===== src/rtl/alu_pkg.sv =====
// Shared types and constants for the ALU and the round-robin ALU arbiter.
package alu_pkg;

  localparam int unsigned ALU_W = 8;
  localparam int unsigned OP_W  = 3;

  typedef enum logic [OP_W-1:0] {
    ADD   = 3'b000,
    ADDI  = 3'b001,
    XOR   = 3'b010,
    LOAD  = 3'b011,
    STORE = 3'b100,
    JUMP  = 3'b101,
    CMP   = 3'b110,
    SHF   = 3'b111
  } alu_op_t;

  typedef enum logic [1:0] {
    IDLE = 2'd0,
    EXEC = 2'd1,
    RESP = 2'd2
  } arb_state_t;

  // One captured ALU operation: opcode plus both operands.
  typedef struct packed {
    alu_op_t          op;
    logic [ALU_W-1:0] a;
    logic [ALU_W-1:0] b;
  } alu_req_t;

endpackage


===== src/rtl/alu.sv =====
// Combinational 8-bit ALU: add, xor, pass, compare and left shift with zero flag.
module alu
  import alu_pkg::*;
(
  input  alu_op_t          op,
  input  logic [ALU_W-1:0] a,
  input  logic [ALU_W-1:0] b,
  output logic [ALU_W-1:0] result,
  output logic             zero
);

  always_comb begin
    result = '0;
    case (op)
      ADD, ADDI:   result = a + b;
      XOR:         result = a ^ b;
      LOAD, JUMP:  result = a;
      STORE:       result = b;
      CMP:         result = (a == b) ? '0 : ALU_W'(1);
      // Shift amounts of ALU_W or more push every bit out.
      SHF:         result = (b >= ALU_W'(ALU_W)) ? '0 : (a << b);
      default:     result = '0;
    endcase
    zero = (result == '0);
  end

endmodule


===== src/rtl/alu_arbiter.sv =====
// Round-robin arbiter that sequences N_REQ requesters onto one shared ALU
// and returns tagged, registered results over a valid/ready response channel.
module alu_arbiter
  import alu_pkg::*;
#(
  parameter int unsigned N_REQ = 4,
  parameter int unsigned ID_W  = $clog2(N_REQ)
) (
  input  logic                   clk,
  input  logic                   rst_n,
  input  logic [N_REQ-1:0]       req_valid,
  output logic [N_REQ-1:0]       req_ready,
  input  logic [OP_W*N_REQ-1:0]  req_op,
  input  logic [ALU_W*N_REQ-1:0] req_a,
  input  logic [ALU_W*N_REQ-1:0] req_b,
  output logic                   rsp_valid,
  input  logic                   rsp_ready,
  output logic [ID_W-1:0]        rsp_id,
  output logic [ALU_W-1:0]       rsp_result,
  output logic                   rsp_zero,
  output logic                   busy
);

  arb_state_t       state_q, state_d;
  logic [ID_W-1:0]  ptr_q, ptr_d;
  alu_req_t         cap_q, cap_d;
  logic [ID_W-1:0]  id_q, id_d;
  logic [ID_W-1:0]  rsp_id_q, rsp_id_d;
  logic [ALU_W-1:0] rsp_result_q, rsp_result_d;
  logic             rsp_zero_q, rsp_zero_d;
  logic             rsp_valid_q, rsp_valid_d;
  logic             busy_q, busy_d;

  logic [ID_W-1:0]  gnt_idx;
  logic             gnt_fire_c;
  alu_req_t         gnt_req;
  logic [ALU_W-1:0] alu_result;
  logic             alu_zero;

  // First set valid bit at or after ptr, wrapping from N_REQ-1 back to 0.
  function automatic logic [ID_W-1:0] rr_pick(input logic [N_REQ-1:0] valid,
                                              input logic [ID_W-1:0]  ptr);
    logic [ID_W-1:0] pick;
    logic [ID_W-1:0] idx;
    logic            found;
    pick  = ptr;
    found = 1'b0;
    for (int unsigned k = 0; k < N_REQ; k++) begin
      idx = ID_W'((32'(ptr) + k) % N_REQ);
      if (!found && valid[idx]) begin
        pick  = idx;
        found = 1'b1;
      end
    end
    return pick;
  endfunction

  always_comb begin
    gnt_idx    = rr_pick(req_valid, ptr_q);
    gnt_fire_c = rst_n && (state_q == IDLE) && (|req_valid);
    req_ready  = gnt_fire_c ? (N_REQ'(1) << gnt_idx) : '0;
  end

  // Steer the granted requester's fields onto one capture bus.
  always_comb begin
    gnt_req = '0;
    for (int unsigned i = 0; i < N_REQ; i++) begin
      if (gnt_idx == ID_W'(i)) begin
        gnt_req.op = alu_op_t'(req_op[OP_W*i +: OP_W]);
        gnt_req.a  = req_a[ALU_W*i +: ALU_W];
        gnt_req.b  = req_b[ALU_W*i +: ALU_W];
      end
    end
  end

  alu u_alu (
    .op     (cap_q.op),
    .a      (cap_q.a),
    .b      (cap_q.b),
    .result (alu_result),
    .zero   (alu_zero)
  );

  always_comb begin
    state_d      = state_q;
    ptr_d        = ptr_q;
    cap_d        = cap_q;
    id_d         = id_q;
    rsp_id_d     = rsp_id_q;
    rsp_result_d = rsp_result_q;
    rsp_zero_d   = rsp_zero_q;

    case (state_q)
      IDLE: begin
        if (gnt_fire_c) begin
          state_d = EXEC;
          cap_d   = gnt_req;
          id_d    = gnt_idx;
          ptr_d   = (gnt_idx == ID_W'(N_REQ - 1)) ? '0 : gnt_idx + ID_W'(1);
        end
      end
      EXEC: begin
        state_d      = RESP;
        rsp_result_d = alu_result;
        rsp_zero_d   = alu_zero;
        rsp_id_d     = id_q;
      end
      RESP: begin
        if (rsp_ready) state_d = IDLE;
      end
      default: state_d = IDLE;
    endcase

    rsp_valid_d = (state_d == RESP);
    busy_d      = (state_d != IDLE);
  end

  always_ff @(posedge clk or negedge rst_n) begin
    if (!rst_n) begin
      state_q      <= IDLE;
      ptr_q        <= '0;
      cap_q        <= '0;
      id_q         <= '0;
      rsp_id_q     <= '0;
      rsp_result_q <= '0;
      rsp_zero_q   <= 1'b0;
      rsp_valid_q  <= 1'b0;
      busy_q       <= 1'b0;
    end else begin
      state_q      <= state_d;
      ptr_q        <= ptr_d;
      cap_q        <= cap_d;
      id_q         <= id_d;
      rsp_id_q     <= rsp_id_d;
      rsp_result_q <= rsp_result_d;
      rsp_zero_q   <= rsp_zero_d;
      rsp_valid_q  <= rsp_valid_d;
      busy_q       <= busy_d;
    end
  end

  assign rsp_valid  = rsp_valid_q;
  assign rsp_id     = rsp_id_q;
  assign rsp_result = rsp_result_q;
  assign rsp_zero   = rsp_zero_q;
  assign busy       = busy_q;

endmodule

===== config.mk =====
export PLATFORM = sky130hd
export DESIGN_NAME = alu_arbiter
export DESIGN_NICKNAME = d
export VERILOG_FILES = /design/src/rtl/alu_pkg.sv /design/src/rtl/alu.sv /design/src/rtl/alu_arbiter.sv
export SDC_FILE = /design/constraint.sdc
export NUM_CORES = 1
export LEC_CHECK = 0
export ABC_AREA = 0
export CORE_UTILIZATION = 40
export CTS_CLUSTER_DIAMETER = 120
export DETAILED_ROUTE_END_ITERATION = 16
export GPL_TIMING_DRIVEN = 0
export PLACE_DENSITY = 0.8
export SYNTH_ARGS = -nofsm -noshare
export SYNTH_HDL_FRONTEND = slang
export SYNTH_SLANG_ARGS = --single-unit

===== constraint.sdc =====
create_clock -name clk -period 5 [get_ports clk]
set_clock_uncertainty 0.2 [all_clocks]
set_input_delay 1 -clock clk [delete_from_list [all_inputs] [get_ports clk]]
set_output_delay 1 -clock clk [all_outputs]
set_load 0.02 [all_outputs]

==> results of run 1 <==
per-stage QoR:
stage               instance area [sq um]  worst slack, ns  util (%)  total power [uW]
finish                               4270            0.255      58.6              2790
global route                         4270           0.0384      58.6              2990
CTS                                  4270            0.127      58.6              2770
detailed placement                   4130           -0.206      56.6              2440
global placement                     4140           -0.505      56.7              2400
floorplan                            3020             1.23         -              1900
layer usage:
| layer | vias up | GRT usage (%) | wire length (um) |
|---|---|---|---|
| li1 | 1539 | - | - |
| met4 | 0 | 4.99 | 74 |
| met1 | 1492 | 29.3 | 3780 |
| met3 | 4 | 3.14 | 520 |
| met5 | - | 0 | 0 |
| met2 | 109 | 39.7 | 4370 |
worst min-delay path by stage:
stage,endpoint,slack (ns),depth (start not counted)
3_3_place_gp,id_q[0],0.26,1
5_1_grt,rsp_zero,0.31,1
2_1_floorplan,id_q[0],0.25,1
6_report,rsp_result[5],0.28,2
4_1_cts,rsp_result[5],0.29,2
3_5_place_dp,rsp_result[5],0.27,2
kinds of logic (layout without fill, tap and decap cells):
| kind of cell | count (synthesis) | after routing | share of synthesized area (%) |
|---|---|---|---|
| compound gates | 123 | 123 | 25.9 |
| xor+xnor | 6 | 6 | 1.74 |
| fa+ha+maj | 12 | 12 | 5.22 |
| buf+inv | 33 | 138 | 5.76 |
| flops | 38 | 38 | 31.5 |
| mux | 15 | 15 | 6.46 |
| simple gates | 133 | 133 | 23.4 |
registers in the layout, indices dropped and copies added, names as in the netlist:
name	flops
rsp_valid	1
ptr_q	2
rsp_result	8
rsp_zero	1
busy	1
state_q	2
rsp_id	2
cap_q	19
id_q	2
cell usage after synthesis (2+ instances only):
| cell type | instances |
|---|---|
| sky130_fd_sc_hd__nor3_1 | 21 |
| sky130_fd_sc_hd__mux2i_1 | 6 |
| sky130_fd_sc_hd__nor2b_1 | 24 |
| sky130_fd_sc_hd__o31ai_1 | 2 |
| sky130_fd_sc_hd__nand2b_1 | 7 |
| sky130_fd_sc_hd__mux4_2 | 3 |
| sky130_fd_sc_hd__buf_6 | 4 |
| sky130_fd_sc_hd__a211oi_1 | 4 |
| sky130_fd_sc_hd__nand2_1 | 17 |
| sky130_fd_sc_hd__nand3_1 | 4 |
| sky130_fd_sc_hd__mux2_2 | 6 |
| sky130_fd_sc_hd__clkbuf_8 | 2 |
| sky130_fd_sc_hd__nor2_1 | 35 |
| sky130_fd_sc_hd__o21ai_0 | 17 |
| sky130_fd_sc_hd__xor2_1 | 5 |
| sky130_fd_sc_hd__a21oi_1 | 58 |
| sky130_fd_sc_hd__a21o_1 | 3 |
| sky130_fd_sc_hd__o221ai_1 | 4 |
| sky130_fd_sc_hd__ha_1 | 11 |
| sky130_fd_sc_hd__or4_4 | 2 |
| sky130_fd_sc_hd__or3_1 | 2 |
| sky130_fd_sc_hd__dfrtp_1 | 38 |
| sky130_fd_sc_hd__inv_1 | 6 |
| sky130_fd_sc_hd__and2_1 | 5 |
| sky130_fd_sc_hd__a21boi_0 | 2 |
| sky130_fd_sc_hd__nand3b_1 | 4 |
| sky130_fd_sc_hd__clkbuf_1 | 21 |
| sky130_fd_sc_hd__nor4_1 | 2 |
| sky130_fd_sc_hd__a221oi_1 | 19 |
| sky130_fd_sc_hd__o22ai_1 | 2 |
worst max-delay path: stages:
cell and delay, ns:
sky130_fd_sc_hd__clkdlybuf4s50_1 0.58, sky130_fd_sc_hd__nor2b_1 0.08, sky130_fd_sc_hd__o21ai_0 0.21, sky130_fd_sc_hd__o221ai_2 0.19, sky130_fd_sc_hd__inv_1 0.13, sky130_fd_sc_hd__ha_1 0.21, sky130_fd_sc_hd__clkbuf_1 0.35, sky130_fd_sc_hd__and2_1 0.20
sky130_fd_sc_hd__clkdlybuf4s50_1 0.60
layout make-up:
class                   instances  area (sq um)
multi-input cells             289          1900
plain buffers                  25           146
flip-flops and latches         38           951
well taps                      99           124
repair buffers                 99           986
fillers                       688          3020
clock inverters                 3          68.8
inverters                       6          22.5
clock buffers                   5          68.8
repair_timing:
item                       CTS  global route
hold endpoints to repair     0             0
pin swaps                    0             0
setup buffers                0             0
setup endpoints to repair    2             2
hold buffers                 0             0
resized for setup            3             1
power groups by stage:
stage | combinational [uW] | clock (uW) | sequential (uW)
after floorplan | 1260 | 0 | 644
after global placement | 1770 | 0 | 630
after detailed placement | 1810 | 0 | 635
after CTS | 1820 | 322 | 629
after global routing | 2010 | 331 | 650
final | 1840 | 317 | 632
==> impl_metrics.yaml, run 1 <==
synth:
  avgSynthCellArea_sq_um: 8.39
  synth-main-ff-cell: "sky130_fd_sc_hd__dfrtp_1"
  asyncSetResetFlopFracSynth_pct: 100
  yosysWarnings: 0
  synthDistinctLibCells: 54
  netlist.area_leader.share_pct: 31.5
  synthesis.instances: 360
  synth-edff-count: 0
  synthesis.nets: 455
  post_synth_instance_area_sq_um: 3020
  ys_seq_elements: 38
  synth_sequential_area_ratio_pct: 31.5
  area_contributors_post_synth: "sky130_fd_sc_hd__dfrtp_1 31%, sky130_fd_sc_hd__a21oi_1 9.6%, sky130_fd_sc_hd__a221oi_1 5.5%"
  synth_largest_area_cell: "sky130_fd_sc_hd__dfrtp_1"
floorplan:
  core_area_sq_um: 7290
  chipHeight_um: 88.9
  num_io_pins: 100
  floorplan.initialDensity_pct: 41.4
  fp-row-count: 31
  dieArea_sq_um: 7900
  die_outline_width_um: 88.9
clock_tree:
  clk_latency_ns: 0.29
  cts-buffers-inserted: 5
  tritoncts: "yes"
  clkSinkCount: 38
  cts_root_buf: "sky130_fd_sc_hd__clkbuf_8"
  htreeDepth: 2
  clk_pin_slew_worst_paths_ns: 0.08
  cts_max_path_buffers: 2
cells_and_area:
  nets: 559
  antennaDiodeCount: 0
  layoutNonFillerInstCount: 564
  mostFrequentLayoutCells: "98 x sky130_fd_sc_hd__clkdlybuf4s50_1, 58 x sky130_fd_sc_hd__a21oi_1, 38 x sky130_fd_sc_hd__dfrtp_1"
  post_route_cells_drive_above_1_share_pct: 7.74
  mostFrequentLayoutCell: "sky130_fd_sc_hd__clkdlybuf4s50_1"
  area.growth.synth_to_final_pct: 41.4
critical_path:
  worst_setup_path_startpoint: "req_valid[3]"
  worst_setup_path_start_kind: "primary input"
  r2r_setup_slk_ns: 1.96
  ff2ff_path_depth: 11
  end_kind: "output pin"
  crit_path_end: "req_ready[1]"
  data_arrival_time_of_the_critical_path_ns: 3.55
  reg2reg_to: "cap_q[5]"
  crit-reg2reg-launch: "ptr_q[1]"
  required_ns: 3.80
  setup.worst_path.class: "primary input to output pin"
  critical_path.max_fanout: 10
power_and_ir_drop:
  ir_drop_mv: 0.222
  p_per_area_nw_per_um2: 653
  seq_power_share_pct: 22.7
  switching_power_share_of_the_total_pct: 46.4
  switching_power_uw: 1290
  p_clk_share_pct: 11.4
  share_comb_of_total_power_pct: 66.0
  p_leak_uw: 0.00166
  cell_internal_pwr_uw: 1490
route:
  via_count: 3144
  detail_route.wl_per_cell_um: 15.5
  dr.first_iter.drc_count: 212
  firstDrtPassIters: 4
  post_detailed_route_count_of_antenna_violating_nets: 0
  post_drt_via_cell_ratio: 5.57
  detail_route.drc_violations: 0
  finalWirelength_mm: 8.75
worst_hold_path:
  hp-class: "register to register"
  hold_startpoint: "rsp_result[5]"
grt:
  grt_first_pass_wirelength_mm: 13.7
  grt_usage_pct: 22.5
  globalRouteOverflowTotal: 0
  vias_in_the_first_global_route: 2872
  antenna_found_initial: 0
  grt_max_degree: 40
sta:
  final_hold_viol_count: 0
  setup_viol: 0
  final_min_period_over_clock_period_pct: 94.9
  worstMarginPinSlew_ns: 0.849
  fmaxAchievable_mhz: 211
  min_period_ns: 4.75
  final_max_slew_viol_count: 0
  worst_hold_slack_ns: 0.282
  fin_tns_setup_ns: 0
  grt_setup_unrepaired: "false"
  timing.max_slew.rel_slack_pct: 43.4
run_status:
  status: "finished, final reports clean"
placed_design:
  dp.final_hpwl_mm: 6.96
  gpl.final_weighted_congestion: 0.919
  placedCellCount: 558
  port-buffer-count: 99
run:
  max_cap_violations: 0
Power figures use the tool's default switching activity.
==> run 2, diff against run 1 <==
CORE_MARGIN = 2   (was unset)
==> run 2 against run 1 <==
  * Clock-buffer cell count did not move
  * Cell area about the same
  * Wire length up 1.8%
  * Critical path depth unchanged
  * Sequential cell count unchanged
  * Setup slack got worse by 0.0086 ns
  * Cell count unchanged
  * Largest power group unchanged
  * Highest routed layer unchanged
==> impl_metrics.yaml, run 2 (same netlist as run 1, synthesis figures left out) <==
sta:
  final_max_slew_viol_count: 0
  worstMarginPinSlew_ns: 0.830
  grt_setup_unrepaired: "false"
  timing.max_slew.rel_slack_pct: 44.6
  fmaxAchievable_mhz: 210
  final_hold_viol_count: 0
  min_period_ns: 4.75
  finalWorstSetupSlack_ns: 0.246
  final_min_period_over_clock_period_pct: 95.1
  fin_tns_setup_ns: 0
  setup_viol: 0
route:
  finalWirelength_mm: 8.90
  firstDrtPassIters: 4
  post_detailed_route_count_of_antenna_violating_nets: 0
  dr.first_iter.drc_count: 190
  post_drt_via_cell_ratio: 5.59
  via_count: 3153
  detail_route.drc_violations: 0
  detail_route.wl_per_cell_um: 15.8
floorplan:
  core_area_sq_um: 7290
  fp-row-count: 31
  dieArea_sq_um: 8260
  chipHeight_um: 90.9
  die_outline_width_um: 90.9
  floorplan.initialDensity_pct: 41.4
  num_io_pins: 100
worst_hold_path:
  hold-path-endpoint: "id_q[0]"
  hold_startpoint: "id_q[0]"
  hp-class: "register to register"
  whs_path_depth: 1
critical_path:
  required_ns: 3.80
  crit-reg2reg-launch: "ptr_q[1]"
  ff2ff_path_depth: 11
  end_kind: "output pin"
  worst_setup_path_start_kind: "primary input"
  reg2reg_to: "cap_q[5]"
  setup.worst_path.class: "primary input to output pin"
  r2r_setup_slk_ns: 1.93
  data_arrival_time_of_the_critical_path_ns: 3.55
  critical_path.max_fanout: 12
clock_tree:
  clkSinkCount: 38
  cts-buffers-inserted: 5
  cts_max_path_buffers: 2
  post_cts_buffers: 0
  htreeDepth: 2
  clk_latency_ns: 0.30
  cts_root_buf: "sky130_fd_sc_hd__clkbuf_8"
  tritoncts: "yes"
  clk_pin_slew_worst_paths_ns: 0.09
cells_and_area:
  antennaDiodeCount: 0
  largest_register_ff_count: 19
  area.growth.synth_to_final_pct: 41.5
  mostFrequentLayoutCells: "98 x sky130_fd_sc_hd__clkdlybuf4s50_1, 58 x sky130_fd_sc_hd__a21oi_1, 38 x sky130_fd_sc_hd__dfrtp_1"
  postLayoutCoreUtil_pct: 58.6
  multi_input_area_sq_um: 1910
  fillers: 692
  post_route_cells_drive_above_1_share_pct: 7.96
  nets: 559
  layoutNonFillerInstCount: 564
  mostFrequentLayoutCell: "sky130_fd_sc_hd__clkdlybuf4s50_1"
  registers.top_by_ff_count: "cap_q"
  ff_latch_area_sq_um: 951
power_and_ir_drop:
  p_per_area_nw_per_um2: 655
  ir_drop_mv: 0.218
  p_leak_uw: 0.00166
grt:
  grt_max_degree: 40
  grt_usage_pct: 20.9
  vias_in_the_first_global_route: 2928
  globalRouteOverflowTotal: 0
  grt_first_pass_wirelength_mm: 14.1
  antenna_found_initial: 0
run_status:
  status: "finished, final reports clean"
placed_design:
  gpl.final_weighted_congestion: 0.923
  placedCellCount: 558
  placement.setup.worst_slack_ns: -0.205
  port-buffer-count: 99
  dp.final_hpwl_mm: 7.19
run:
  max_cap_violations: 0
-- run 2: cell count changes in the layout (fill, tap and decap cells not counted) --
cell and change:
sky130_fd_sc_hd__ha_1 -1, sky130_fd_sc_hd__ha_2 +1
-- run 2: cell type report --
type | instances | share of cell area [%]
inverter | 6 | 0.527
buffer | 25 | 3.43
tap | 99 | 2.90
multi-input combinational | 289 | 44.6
clock inverter | 3 | 1.61
sequential | 38 | 22.2
timing repair buffer | 99 | 23.1
clock buffer | 5 | 1.61
-- run 2: report_power, final --
part           internal (uW)  switching [uW]  total (uW)
Sequential               459             182         641
Clock                    200             113         313
Combinational            838            1010        1850
Total                   1500            1300        2800
-- run 2: critical path: stages --
cell                              delay (ns)
sky130_fd_sc_hd__clkdlybuf4s50_1        0.58
sky130_fd_sc_hd__nor2b_1                0.09
sky130_fd_sc_hd__o21ai_0                0.20
sky130_fd_sc_hd__o221ai_2               0.20
sky130_fd_sc_hd__inv_1                  0.13
sky130_fd_sc_hd__ha_2                   0.31
sky130_fd_sc_hd__clkbuf_2               0.26
sky130_fd_sc_hd__and2_1                 0.16
sky130_fd_sc_hd__clkdlybuf4s50_1        0.61
-- run 2: metal layers --
metal	part of all wire (%)	wire length (um)	track usage (%)
met1	44	3890	27.1
met2	50	4430	36.1
met3	5.4	482	3.26
met4	1.2	104	5.81
met5	0	0	0
-- run 2: what timing repair did --
action / CTS / global route
hold buffers: 0 / 0
resized for setup: 3 / 2
setup endpoints to repair: 2 / 2
-- run 2: worst max path at each step --
stage	from	endpoint	slack, ns	depth (start not counted)
after floorplan	req_valid[2]	req_ready[3]	1.23	8
after global placement	rst_n	req_ready[0]	-0.49	5
after detailed placement	req_valid[3]	req_ready[3]	-0.21	10
after CTS	req_valid[0]	req_ready[2]	0.10	9
after global routing	req_valid[3]	req_ready[1]	0.05	8
final	req_valid[3]	req_ready[3]	0.25	9
-- run 2: per-stage QoR --
stage	hold WS, ns	power, uW	instance area (sq um)
floorplan	0.246	1900	3020
global placement	0.259	2420	4140
detailed placement	0.267	2460	4130
CTS	0.287	2780	4270
global route	0.305	3010	4270
finish	0.286	2800	4270
==> run 3, diff against run 2 <==
clock period = 4.9 ns   (was 5 ns; I/O delays follow)
==> run 3 against run 2 <==
  * Combinational power about the same
  * Setup slack worse by 0.059 ns
  * Global-route usage did not move
  * Cell area is essentially flat
  * Sequential power grew 2%
  * Clock-buffer cell count unchanged
  * Largest cell class unchanged
  * Largest power group unchanged
==> impl_metrics.yaml, run 3 (same netlist as run 1, synthesis figures left out) <==
run:
  max_cap_violations: 0
critical_path:
  critical_path.max_fanout: 12
  setup.worst_path.class: "primary input to output pin"
  required_ns: 3.72
  worst_setup_path_start_kind: "primary input"
  data_arrival_time_of_the_critical_path_ns: 3.53
  end_kind: "output pin"
placed_design:
  gpl.final_weighted_congestion: 0.923
  postPlaceCellArea_sq_um: 4130
  dp.final_hpwl_mm: 7.19
  port-buffer-count: 99
sta:
  worstMarginPinSlew_ns: 0.830
  timing.max_slew.rel_slack_pct: 44.6
  setup_viol: 0
  fmaxAchievable_mhz: 212
  final_max_slew_viol_count: 0
  final_min_period_over_clock_period_pct: 96.2
  grt_setup_unrepaired: "false"
  final_hold_viol_count: 0
  min_period_ns: 4.71
clock_tree:
  tritoncts: "yes"
  clk_pin_slew_worst_paths_ns: 0.09
  cts-buffers-inserted: 5
  clkSinkCount: 38
  clk_latency_ns: 0.30
  cts_root_buf: "sky130_fd_sc_hd__clkbuf_8"
  htreeDepth: 2
  cts_hold_buffers: 0
  cts_max_path_buffers: 2
grt:
  grt_usage_pct: 20.9
  grt_first_pass_wirelength_mm: 14.1
  antenna_found_initial: 0
  vias_in_the_first_global_route: 2928
  grt_max_degree: 40
  globalRouteOverflowTotal: 0
cells_and_area:
  nets: 559
  ff_latch_area_sq_um: 951
  post_route_cells_drive_above_1_share_pct: 8.17
  registers.top_by_ff_count: "cap_q"
  largest_register_ff_count: 19
  fillers: 691
  area.growth.synth_to_final_pct: 41.5
  antennaDiodeCount: 0
  mostFrequentLayoutCell: "sky130_fd_sc_hd__clkdlybuf4s50_1"
  mostFrequentLayoutCells: "98 x sky130_fd_sc_hd__clkdlybuf4s50_1, 58 x sky130_fd_sc_hd__a21oi_1, 38 x sky130_fd_sc_hd__dfrtp_1"
  postLayoutCellArea_sq_um: 4280
  multi_input_area_sq_um: 1910
floorplan:
  die_outline_width_um: 90.9
  core_area_sq_um: 7290
  floorplan.initialDensity_pct: 41.4
  dieArea_sq_um: 8260
  chipHeight_um: 90.9
  fp-row-count: 31
  num_io_pins: 100
route:
  firstDrtPassIters: 4
  dr.first_iter.drc_count: 190
  via_count: 3153
  finalWirelength_mm: 8.91
  post_drt_via_cell_ratio: 5.59
  detail_route.drc_violations: 0
  detail_route.wl_per_cell_um: 15.8
  post_detailed_route_count_of_antenna_violating_nets: 0
power_and_ir_drop:
  p_per_area_nw_per_um2: 669
  finalPower_uw: 2860
  ir_drop_mv: 0.222
  p_leak_uw: 0.00166
run_status:
  status: "finished, final reports clean"
worst_hold_path:
  hp-class: "register to register"
==> run 3: layout make-up <==
cell class / count / area share [%]
Inverter: 6 / 0.527
Tap cell: 99 / 2.90
Clock buffer: 5 / 1.61
Buffer: 25 / 3.45
Timing Repair Buffer: 99 / 23.1
Sequential cell: 38 / 22.2
Multi-Input combinational cell: 289 / 44.6
Clock inverter: 3 / 1.61
==> run 3: through the flow <==
| step | instances | util [%] | setup slack (ns) | TNS [ns] | hold WS [ns] |
|---|---|---|---|---|---|
| 6_report | 564 | 58.6 | 0.187 | 0 | 0.286 |
| 5_1_grt | 564 | 58.6 | 0.0319 | 0 | 0.305 |
| 4_1_cts | 565 | 58.6 | 0.0407 | 0 | 0.287 |
| 3_5_place_dp | 558 | 56.6 | -0.265 | -0.489 | 0.267 |
| 3_3_place_gp | 558 | 56.7 | -0.549 | -2.14 | 0.259 |
| 2_1_floorplan | 360 | - | 1.17 | 0 | 0.246 |
==> run 3: critical path, stage by stage <==
cell,delay [ns]
sky130_fd_sc_hd__clkdlybuf4s50_1,0.58
sky130_fd_sc_hd__nor2b_1,0.09
sky130_fd_sc_hd__o21ai_0,0.20
sky130_fd_sc_hd__o221ai_2,0.20
sky130_fd_sc_hd__inv_1,0.13
sky130_fd_sc_hd__ha_2,0.31
sky130_fd_sc_hd__clkbuf_2,0.26
sky130_fd_sc_hd__and2_1,0.16
sky130_fd_sc_hd__clkdlybuf4s50_1,0.61
==> run 3: what timing repair did <==
item | CTS | global route
pin swaps | 0 | 0
buffers inserted | 0 | 0
gates resized for setup | 3 | 4
setup endpoints to repair | 2 | 3
==> run 3: path summary, 6_finish.rpt <==
path | startpoint | end | slack [ns] | cells after the start
hold reg to reg | id_q[0] | id_q[0] | 0.29 | 1
setup reg to reg | ptr_q[1] | cap_q[5] | 1.83 | 11
setup / recovery | req_valid[3] | req_ready[3] | 0.19 | 9
hold / removal | id_q[0] | id_q[0] | 0.29 | 1
min in group asynchronous | rst_n | rsp_valid | 0.57 | 1
max in group asynchronous | rst_n | cap_q[0] | 3.39 | 1
==> run 3: report_power, final <==
part	internal, uW	switching, uW
Combinational	856	1030
Sequential	469	186
Clock	204	116
==> run 3: metal layers <==
layer / global-route usage, % / wire length, um
met2: 36.1 / 4430
met3: 3.26 / 482
met1: 27.1 / 3890
met5: 0 / 0
met4: 5.81 / 104
